### src/rtl/spi_sram_responder_pkg.sv
// Shared opcodes and FSM encoding for the SPI serial-SRAM responder.
package spi_sram_pkg;

  localparam logic [7:0] CMD_READ  = 8'h03;
  localparam logic [7:0] CMD_WRITE = 8'h02;
  localparam logic [7:0] CMD_RDMR  = 8'h05;

  typedef enum logic [2:0] {
    ST_IDLE   = 3'd0,
    ST_CMD    = 3'd1,
    ST_ADDR   = 3'd2,
    ST_WDATA  = 3'd3,
    ST_RDATA  = 3'd4,
    ST_RDMR   = 3'd5,
    ST_IGNORE = 3'd6
  } state_e;

endpackage

### src/rtl/spi_sram_responder_sync.sv
// Two-flop synchronizer for one SPI pin plus rise/fall detection on the
// synchronized level.
module spi_sync_edge (
  input  logic clk,
  input  logic rst_n,
  input  logic din,
  output logic level,
  output logic rise,
  output logic fall
);

  logic meta_r;
  logic sync_r;
  logic prev_r;

  // metastability chain plus one history flop for edge detection
  always_ff @(posedge clk or negedge rst_n) begin
    if (!rst_n) begin
      meta_r <= 1'b0;
      sync_r <= 1'b0;
      prev_r <= 1'b0;
    end else begin
      meta_r <= din;
      sync_r <= meta_r;
      prev_r <= sync_r;
    end
  end

  assign level = sync_r;
  assign rise  = sync_r & ~prev_r;
  assign fall  = ~sync_r & prev_r;

endmodule

### src/rtl/spi_sram_responder.sv
// Oversampled SPI mode-0 responder emulating a 23LC-style serial SRAM on a
// byte-wide synchronous memory port with sequential auto-increment.
module spi_sram_responder
  import spi_sram_pkg::*;
#(
  parameter int         ADDR_BYTES = 2,
  parameter logic [7:0] MODE_REG   = 8'h40
) (
  input  logic                    clk,
  input  logic                    rst_n,
  input  logic                    spi_clk,
  input  logic                    spi_cs_n,
  input  logic                    spi_mosi,
  output logic                    spi_miso,
  output logic                    spi_miso_oe,
  output logic [8*ADDR_BYTES-1:0] mem_addr,
  output logic [7:0]              mem_wdata,
  output logic                    mem_we,
  output logic                    mem_re,
  input  logic [7:0]              mem_rdata
);

  localparam int              AW         = 8 * ADDR_BYTES;
  localparam logic [AW-1:0]   ADDR_ONE   = {{(AW-1){1'b0}}, 1'b1};
  localparam logic [3:0]      LAST_ABYTE = 4'(ADDR_BYTES - 1);

  logic sck_level_s, sck_rise_s, sck_fall_s;
  logic cs_level_s, cs_rise_s, cs_fall_s;
  logic mosi_level_s, mosi_rise_s, mosi_fall_s;
  logic unused_s;

  spi_sync_edge u_sync_sck (
    .clk(clk), .rst_n(rst_n), .din(spi_clk),
    .level(sck_level_s), .rise(sck_rise_s), .fall(sck_fall_s)
  );
  spi_sync_edge u_sync_cs (
    .clk(clk), .rst_n(rst_n), .din(spi_cs_n),
    .level(cs_level_s), .rise(cs_rise_s), .fall(cs_fall_s)
  );
  spi_sync_edge u_sync_mosi (
    .clk(clk), .rst_n(rst_n), .din(spi_mosi),
    .level(mosi_level_s), .rise(mosi_rise_s), .fall(mosi_fall_s)
  );

  assign unused_s = ^{sck_level_s, cs_rise_s, mosi_rise_s, mosi_fall_s};

  state_e          state_r;
  logic [2:0]      bit_cnt_r;
  logic [3:0]      addr_byte_cnt_r;
  logic [7:0]      rx_sh_r;
  logic [7:0]      tx_sh_r;
  logic [7:0]      pre_buf_r;
  logic [AW-1:0]   addr_r;
  logic [7:0]      wdata_r;
  logic            we_r;
  logic            re_r;
  logic            miso_r;
  logic            oe_r;
  logic            is_read_r;
  logic            load_pend_r;
  logic            first_load_r;
  logic            have_pre_r;

  logic [7:0]      rx_byte_s;
  logic            byte_done_s;

  assign rx_byte_s   = {rx_sh_r[6:0], mosi_level_s};
  assign byte_done_s = sck_rise_s && (bit_cnt_r == 3'd7);

  // protocol FSM, shift registers and memory strobes
  always_ff @(posedge clk or negedge rst_n) begin
    if (!rst_n) begin
      state_r         <= ST_IDLE;
      bit_cnt_r       <= 3'd0;
      addr_byte_cnt_r <= 4'd0;
      rx_sh_r         <= 8'h00;
      tx_sh_r         <= 8'h00;
      pre_buf_r       <= 8'h00;
      addr_r          <= {AW{1'b0}};
      wdata_r         <= 8'h00;
      we_r            <= 1'b0;
      re_r            <= 1'b0;
      miso_r          <= 1'b0;
      oe_r            <= 1'b0;
      is_read_r       <= 1'b0;
      load_pend_r     <= 1'b0;
      first_load_r    <= 1'b0;
      have_pre_r      <= 1'b0;
    end else if (cs_level_s) begin
      // deselect drops any partial byte and any write not yet strobed
      state_r      <= ST_IDLE;
      bit_cnt_r    <= 3'd0;
      rx_sh_r      <= 8'h00;
      we_r         <= 1'b0;
      re_r         <= 1'b0;
      miso_r       <= 1'b0;
      oe_r         <= 1'b0;
      load_pend_r  <= 1'b0;
      first_load_r <= 1'b0;
      have_pre_r   <= 1'b0;
    end else begin
      we_r        <= 1'b0;
      re_r        <= 1'b0;
      load_pend_r <= re_r;
      if (we_r) begin
        addr_r <= addr_r + ADDR_ONE;
      end
      if (sck_rise_s && (state_r != ST_IDLE)) begin
        bit_cnt_r <= bit_cnt_r + 3'd1;
        rx_sh_r   <= rx_byte_s;
      end
      case (state_r)
        ST_IDLE: begin
          if (cs_fall_s) begin
            state_r         <= ST_CMD;
            bit_cnt_r       <= 3'd0;
            rx_sh_r         <= 8'h00;
            addr_byte_cnt_r <= 4'd0;
          end
        end
        ST_CMD: begin
          if (byte_done_s) begin
            case (rx_byte_s)
              CMD_READ: begin
                state_r   <= ST_ADDR;
                is_read_r <= 1'b1;
              end
              CMD_WRITE: begin
                state_r   <= ST_ADDR;
                is_read_r <= 1'b0;
              end
              CMD_RDMR: begin
                state_r <= ST_RDMR;
                oe_r    <= 1'b1;
                tx_sh_r <= MODE_REG;
                miso_r  <= MODE_REG[7];
              end
              default: state_r <= ST_IGNORE;
            endcase
          end
        end
        ST_ADDR: begin
          if (sck_rise_s) begin
            addr_r <= {addr_r[AW-2:0], mosi_level_s};
            if (bit_cnt_r == 3'd7) begin
              if (addr_byte_cnt_r == LAST_ABYTE) begin
                if (is_read_r) begin
                  state_r      <= ST_RDATA;
                  oe_r         <= 1'b1;
                  miso_r       <= 1'b0;
                  re_r         <= 1'b1;
                  first_load_r <= 1'b1;
                  have_pre_r   <= 1'b0;
                end else begin
                  state_r <= ST_WDATA;
                end
              end else begin
                addr_byte_cnt_r <= addr_byte_cnt_r + 4'd1;
              end
            end
          end
        end
        ST_WDATA: begin
          if (byte_done_s) begin
            we_r    <= 1'b1;
            wdata_r <= rx_byte_s;
          end
        end
        ST_RDATA: begin
          // first byte goes straight to MISO; later bytes wait in the prefetch buffer
          if (load_pend_r) begin
            if (first_load_r) begin
              tx_sh_r      <= mem_rdata;
              miso_r       <= mem_rdata[7];
              first_load_r <= 1'b0;
            end else begin
              pre_buf_r  <= mem_rdata;
              have_pre_r <= 1'b1;
            end
          end
          if (sck_fall_s) begin
            if (bit_cnt_r == 3'd0) begin
              if (have_pre_r) begin
                tx_sh_r    <= pre_buf_r;
                miso_r     <= pre_buf_r[7];
                have_pre_r <= 1'b0;
              end
            end else begin
              miso_r  <= tx_sh_r[6];
              tx_sh_r <= {tx_sh_r[6:0], 1'b0};
              if (bit_cnt_r == 3'd7) begin
                addr_r <= addr_r + ADDR_ONE;
                re_r   <= 1'b1;
              end
            end
          end
        end
        ST_RDMR: begin
          if (sck_fall_s) begin
            if (bit_cnt_r == 3'd0) begin
              tx_sh_r <= MODE_REG;
              miso_r  <= MODE_REG[7];
            end else begin
              miso_r  <= tx_sh_r[6];
              tx_sh_r <= {tx_sh_r[6:0], 1'b0};
            end
          end
        end
        ST_IGNORE: begin
          oe_r <= 1'b0;
        end
        default: begin
          state_r <= ST_IDLE;
          oe_r    <= 1'b0;
        end
      endcase
    end
  end

  assign spi_miso    = miso_r;
  assign spi_miso_oe = oe_r;
  assign mem_addr    = addr_r;
  assign mem_wdata   = wdata_r;
  assign mem_we      = we_r;
  assign mem_re      = re_r;

endmodule

### config.mk
export PLATFORM = sky130hd
export DESIGN_NAME = spi_sram_responder
export DESIGN_NICKNAME = d
export VERILOG_FILES = /design/src/rtl/spi_sram_responder_pkg.sv /design/src/rtl/spi_sram_responder_sync.sv /design/src/rtl/spi_sram_responder.sv
export SDC_FILE = /design/constraint.sdc
export NUM_CORES = 1
export LEC_CHECK = 0
export ABC_CLOCK_PERIOD_IN_PS = 2400
export BUFFER_PORTS_ARGS = -buffer_cell sky130_fd_sc_hd__buf_2
export CELL_PAD_IN_SITES_DETAIL_PLACEMENT = 2
export CELL_PAD_IN_SITES_GLOBAL_PLACEMENT = 2
export CORE_ASPECT_RATIO = 0.9
export CORE_MARGIN = 5
export CORE_UTILIZATION = 38
export DETAILED_ROUTE_END_ITERATION = 16
export PLACE_DENSITY = 0.81
export SLEW_MARGIN = 30
export SYNTH_ARGS = -nofsm -noshare
export SYNTH_HDL_FRONTEND = slang
export SYNTH_SLANG_ARGS = --single-unit
### constraint.sdc
create_clock -name clk -period 2.4 [get_ports clk]
set_input_delay 0.12 -clock clk [delete_from_list [all_inputs] [get_ports clk]]
set_output_delay 0.12 -clock clk [all_outputs]
set_load 0.01 [all_outputs]
==> results of run 1 <==
cell type report:
cell class	instances	share of cell area, %
Tap cell	156	3.72
Clock inverter	3	0.477
Sequential cell	72	34.3
Inverter	11	0.787
Clock buffer	13	5.15
Multi-Input combinational cell	343	46.5
Timing Repair Buffer	74	8.99
how the worst min path moves through the flow:
stage	from	end
3_3_place_gp	spi_mosi	u_sync_mosi.meta_r$_DFF_PN0_
6_report	mem_rdata[2]	pre_buf_r[2]$_DFFE_PN0P_
2_1_floorplan	rst_n	addr_byte_cnt_r[0]$_DFFE_PN0P_
5_1_grt	mem_rdata[4]	pre_buf_r[4]$_DFFE_PN0P_
4_1_cts	mem_rdata[2]	pre_buf_r[2]$_DFFE_PN0P_
3_5_place_dp	spi_mosi	u_sync_mosi.meta_r$_DFF_PN0_
cell usage in the layout, fill, tap and decap left out, types with 7 or more instances in the layout:
cell	n
o21ai_0	28
nand3b_1	7
a31oi_1	11
buf_2	39
mux2i_1	9
a21oi_1	34
nor3_1	11
nor4_1	9
o22ai_1	9
nor2_1	24
nor2b_1	9
nand2_1	37
nand3_1	12
inv_1	11
and3_1	9
clkbuf_16	9
mux2_2	30
buf_4	30
nand4_1	8
dfrtp_1	72
where the power goes:
group | switching [mW] | total, mW | internal, mW
clock | 0.536 | 1.32 | 0.788
sequential | 0.230 | 1.57 | 1.34
combinational | 0.942 | 1.49 | 0.544
flip-flops by register name, summed over array words and instances, names as in the netlist, 3 cells and up:
signal and flops:
mem_addr 16, mem_wdata 8, pre_buf_r 8, rx_sh_r 7
tx_sh_r 7, addr_byte_cnt_r 4, bit_cnt_r 3, state_r 3
layer usage:
| metal | vias to the layer above | GRT usage [%] | part of all wire [%] |
|---|---|---|---|
| met1 | 2099 | 29.9 | 44 |
| met5 | - | 0 | 0 |
| li1 | 1834 | - | - |
| met3 | 19 | 4.89 | 4.3 |
| met4 | 0 | 6.64 | 1.5 |
| met2 | 88 | 38.3 | 50 |
synth_stat cells (4+ instances only):
cell	instances	area share [%]
nand3b_1	7	1.2
a22o_1	5	0.99
clkbuf_1	12	1.0
inv_1	11	0.93
o31ai_1	6	1.0
nand2_1	37	3.1
a31oi_1	11	1.6
o211ai_1	4	0.68
a21oi_1	34	3.8
buf_2	9	1.0
mux2i_1	9	2.0
nand4_1	8	1.1
nor2_1	24	2.0
mux2_2	30	7.6
dfrtp_1	72	41
and4b_1	5	1.1
nor2b_1	10	1.4
xnor2_1	4	0.79
nand2b_1	4	0.57
ha_1	6	1.7
nor3_1	12	1.4
and3_1	9	1.3
o22ai_1	9	1.3
o21ai_0	28	3.2
nor4_1	9	1.3
nand3_1	12	1.4
cells by family after synthesis:
group	synth area share (%)
AOI/OAI and AO/OA	21.8
xor gates and xnor gates	0.990
adders and majority gates	1.70
buffers and inverters	4.24
DFF	40.7
muxes	9.67
and+or+nand+nor	20.9
metrics by stage:
step | cells | total power [mW] | area (sq um) | setup slack [ps] | utilization (%)
finish | 672 | 4.38 | 5250 | 132 | 45.9
floorplan | 456 | 2.47 | 4420 | 460 | -
global route | 672 | 4.62 | 5250 | 13.8 | 45.9
detailed placement | 652 | 3.03 | 4900 | 145 | 42.9
CTS | 672 | 4.41 | 5240 | 72.3 | 45.8
global placement | 652 | 2.95 | 4900 | 281 | 42.9
repair_timing:
item | 4_1_cts | 5_1_grt
hold buffers | 4 | 0
setup endpoints to repair | 0 | 3
endpoints found under the hold margin | 75 | 0
gates resized for setup | 0 | 2
==> results_dict.tcl, run 1 <==
set metrics [dict create \
    worst-path-stages 7 \
    fill_cells 1223 \
    dieArea_sq_um 13900 \
    hp-class "in2reg" \
    ys_seq_elements 72 \
    min_period_over_period_pct 94.5 \
    cts.sinks 72 \
    cp_slowest_cell "o31a_1" \
    seq_area_sq_um 1800 \
    crit_path_start_kind "flop" \
    first_pass_iters 4 \
    yosysUniqueCellTypes 75 \
    clkLatencyLatePin_ps 350 \
    min_path_cells 2 \
    cts_root_buffer "clkbuf_16" \
    cp-startpoint "bit_cnt_r[0]$_DFF_PN0_" \
    core-area_sq_um 11400 \
    syn_inst 456 \
    synth_edf_count 0 \
    syn_area_sq_um 4420 \
    dieWidth_um 124 \
    tns_ps 0 \
    dp_hpwl_um 10500 \
    via_per_inst 6.01 \
    numCtsBuffers 9 \
    finalWirelength_um 15200 \
    end_kind "flop" \
    start_util_pct 38.7 \
    ys_async_sr_fraction_pct 100 \
    clock_skew_ps 4.83 \
    max_freq_mhz 441 \
    rows 37 \
    synth_nets 475 \
    timing.hold.ws_ps 31.7 \
    min_period_ps 2270 \
    leakage_nw 2.30 \
    setup_viol 0 \
    tightest_slew_ps 704 \
    yosysWarnings 0 \
    ios 41 \
    multiInputGateArea_sq_um 2440 \
    reg2regPathDepth 7 \
    pwr_density_cell_nw_per_um2 835 \
    rsz0062_at_grt "false" \
    grtUsageTotal_pct 23.0 \
    antenna_found_initial 0 \
    cp_num_buf_inv 0 \
    area.growth.synth_to_final_pct 18.6 \
    critical_path.max_fanout 6 \
    cp_cell_sequence "ha_1, ha_1, nand4bb_1, o31a_1, nor2_1, a31oi_1, o22a_1" \
    r2r-end "mem_addr[9]$_DFFE_PN0N_" \
    vias 4040 \
    drt_iter0_markers 270 \
    clkSlewWorstSetupHoldPaths_ps 60 \
    critPathTopFamily "compound AO/OA/AOI/OAI gates" \
    postCtsSetupBuffers 0 \
    drc 0 \
    critPathRequiredTime_ps 2630 \
    fp.dieH_um 112 \
    grt_pass1_wl_um 24900 \
    crit_arrival_ps 2500 \
    r2r_slack_ps 130 \
    grt_max_degree 73 \
    cts_tree "done" \
    relSlewSlack_pct 52.7 \
    place.gp.congestion 0.832 \
    ys.flop_type "dfrtp_1" \
    ys_seq_area_share_pct 40.7 \
    htree_levels 3 \
    path_class "reg2reg" \
    drv_slew 0 \
    drive_gt1_share_pct 26.4 \
    r2r_start "bit_cnt_r[0]$_DFF_PN0_" \
    nNetsFinal 530 \
    n_antenna_cell 0 \
    hold_viol_final 0 \
    cp_common_cell "ha_1" \
    synth_area_per_cell_sq_um 9.70 \
    cts.path.max_buffers 2 \
    worstSetupEndpoint "mem_addr[9]$_DFFE_PN0N_" \
    status "finished clean" \
    io_buffer_count 40 \
    cp_slowest_stage_delay_ps 420 \
    ant_nets 0 \
    post_drt_wl_per_cell_um 22.6 \
    grt_remaining_overflow 0 \
    max-vdd-ir-drop_uv 394 \
    cap_violations 0 \
    grt_pass1_vias 4427 \
]
Power figures use the tool's default switching activity.
==> inputs of run 2 (changes only) <==
--- a/config.mk
+++ b/config.mk
@@ -14,6 +14,7 @@
 export CORE_UTILIZATION = 38
 export DETAILED_ROUTE_END_ITERATION = 16
 export PLACE_DENSITY = 0.81
+export SETUP_SLACK_MARGIN = 0.3
 export SLEW_MARGIN = 30
 export SYNTH_ARGS = -nofsm -noshare
 export SYNTH_HDL_FRONTEND = slang
==> results_dict.tcl, run 2 (synthesis results as in run 1) <==
set metrics [dict create \
    drive_gt1_share_pct 31.0 \
    first_pass_iters 4 \
    fp.dieH_um 112 \
    htree_levels 3 \
    critical_path.max_fanout 21 \
    grt_remaining_overflow 0 \
    r2r_slack_ps 180 \
    grt_pass1_vias 4427 \
    finalWirelength_um 16200 \
    cts.path.max_buffers 2 \
    cts_root_buffer "clkbuf_16" \
    layout_common_cells "70 x dfrtp_1, 39 x buf_2, 36 x nand2_1" \
    rows 37 \
    via_per_inst 6.01 \
    crit_arrival_ps 2500 \
    drt_iter0_markers 250 \
    ant_nets 0 \
    ios 41 \
    final_common_cell "dfrtp_1" \
    cts.sinks 72 \
    tightest_slew_ps 766 \
    r2r_start "state_r[0]$_DFFE_PN0P_" \
    clkLatencyLatePin_ps 340 \
    worstSetupEndpoint "tx_sh_r[3]$_DFFE_PN0P_" \
    reg2regPathDepth 5 \
    max-vdd-ir-drop_uv 397 \
    vias 4063 \
    n_antenna_cell 0 \
    setup_viol 0 \
    grt_pass1_wl_um 25200 \
    grtUsageTotal_pct 23.2 \
    numCtsBuffers 9 \
    crit_path_start_kind "flop" \
    leakage_nw 2.36 \
    hp-class "in2reg" \
    place_inst 652 \
    r2r-end "tx_sh_r[3]$_DFFE_PN0P_" \
    dieArea_sq_um 13900 \
    post_drt_wl_per_cell_um 24.0 \
    min_period_ps 2220 \
    end_kind "flop" \
    pwr_density_cell_nw_per_um2 834 \
    cts_tree "done" \
    drc 0 \
    relSlewSlack_pct 48.6 \
    tns_ps 0 \
    start_util_pct 38.7 \
    largest_register_ffs 16 \
    dieWidth_um 124 \
    min_period_over_period_pct 92.3 \
    core-area_sq_um 11400 \
    clkSlewWorstSetupHoldPaths_ps 60 \
    clock_skew_ps 5.66 \
    nNetsFinal 534 \
    place.gp.congestion 0.832 \
    max_freq_mhz 451 \
    cp-startpoint "state_r[0]$_DFFE_PN0P_" \
    area.growth.synth_to_final_pct 23.0 \
    finalNonFillerCells 676 \
    cap_violations 0 \
    path_class "reg2reg" \
    antenna_found_initial 0 \
    dp_hpwl_um 10500 \
    fill_cells 1193 \
    critPathRequiredTime_ps 2680 \
    drv_slew 0 \
    io_buffer_count 40 \
    status "finished clean" \
    rsz0062_at_grt "true" \
    grt_max_degree 73 \
    hold_viol_final 0 \
]
run 2: cell types whose count changed in the layout (fill, tap and decap cells not counted), sizes merged:
cell,delta
buf,+4
run 2: how the worst min path moves through the flow:
| stage | startpoint | end | slack [ps] | depth (start not counted) |
|---|---|---|---|---|
| finish | mem_rdata[4] | pre_buf_r[4]$_DFFE_PN0P_ | 30 | 2 |
| CTS | mem_rdata[2] | pre_buf_r[2]$_DFFE_PN0P_ | 20 | 2 |
| global route | mem_rdata[4] | pre_buf_r[4]$_DFFE_PN0P_ | 30 | 2 |
| global placement | spi_mosi | u_sync_mosi.meta_r$_DFF_PN0_ | 230 | 1 |
| detailed placement | spi_mosi | u_sync_mosi.meta_r$_DFF_PN0_ | 230 | 1 |
| floorplan | rst_n | addr_byte_cnt_r[0]$_DFFE_PN0P_ | -180 | 0 |
run 2: what timing repair did:
| item | in CTS | in global routing |
|---|---|---|
| resized for setup | 10 | 23 |
| pin swaps | 1 | 5 |
| endpoints found under the setup margin | 27 | 31 |
| hold endpoints to repair | 75 | 0 |
| buffers inserted | 0 | 4 |
| hold buffers | 4 | 0 |
run 2: final cells by class:
| cell class | count | area (sq um) | share of cell area (%) |
|---|---|---|---|
| inverters | 11 | 41.3 | 0.759 |
| flip-flops and latches | 72 | 1800 | 33.1 |
| multi-input cells | 343 | 2580 | 47.4 |
| clock buffers | 13 | 270 | 4.97 |
| clock inverters | 3 | 25.0 | 0.460 |
| well taps | 156 | 195 | 3.59 |
| repair buffers | 78 | 527 | 9.68 |
run 2: critical path: stages, from the launching register on:
cell and delay [ps]:
dfrtp_1 540, buf_4 370, nand2_1 190, nor3_1 630, a22o_1 270, mux2_2 150
run 2: per-layer routing:
layer,share of wire (%),GRT usage (%)
met1,44,30.3
met2,51,38.9
met3,3.5,4.63
met4,1.8,6.64
met5,0,0
run 2: per-stage QoR:
stage	worst slack (ps)	total power, mW	cell area [sq um]	hold slack (ps)	utilization (%)
3_3_place_gp	281	2.95	4900	227	42.9
5_1_grt	137	4.76	5440	26.1	47.6
4_1_cts	284	4.43	5280	24.8	46.2
3_5_place_dp	145	3.03	4900	230	42.9
2_1_floorplan	460	2.47	4420	-176	-
6_report	185	4.54	5440	32.6	47.6
run 2: report_power, final:
group / internal, mW / total (mW) / switching (mW)
Combinational: 0.596 / 1.62 / 1.02
Clock: 0.789 / 1.33 / 0.545
Sequential: 1.34 / 1.59 / 0.244
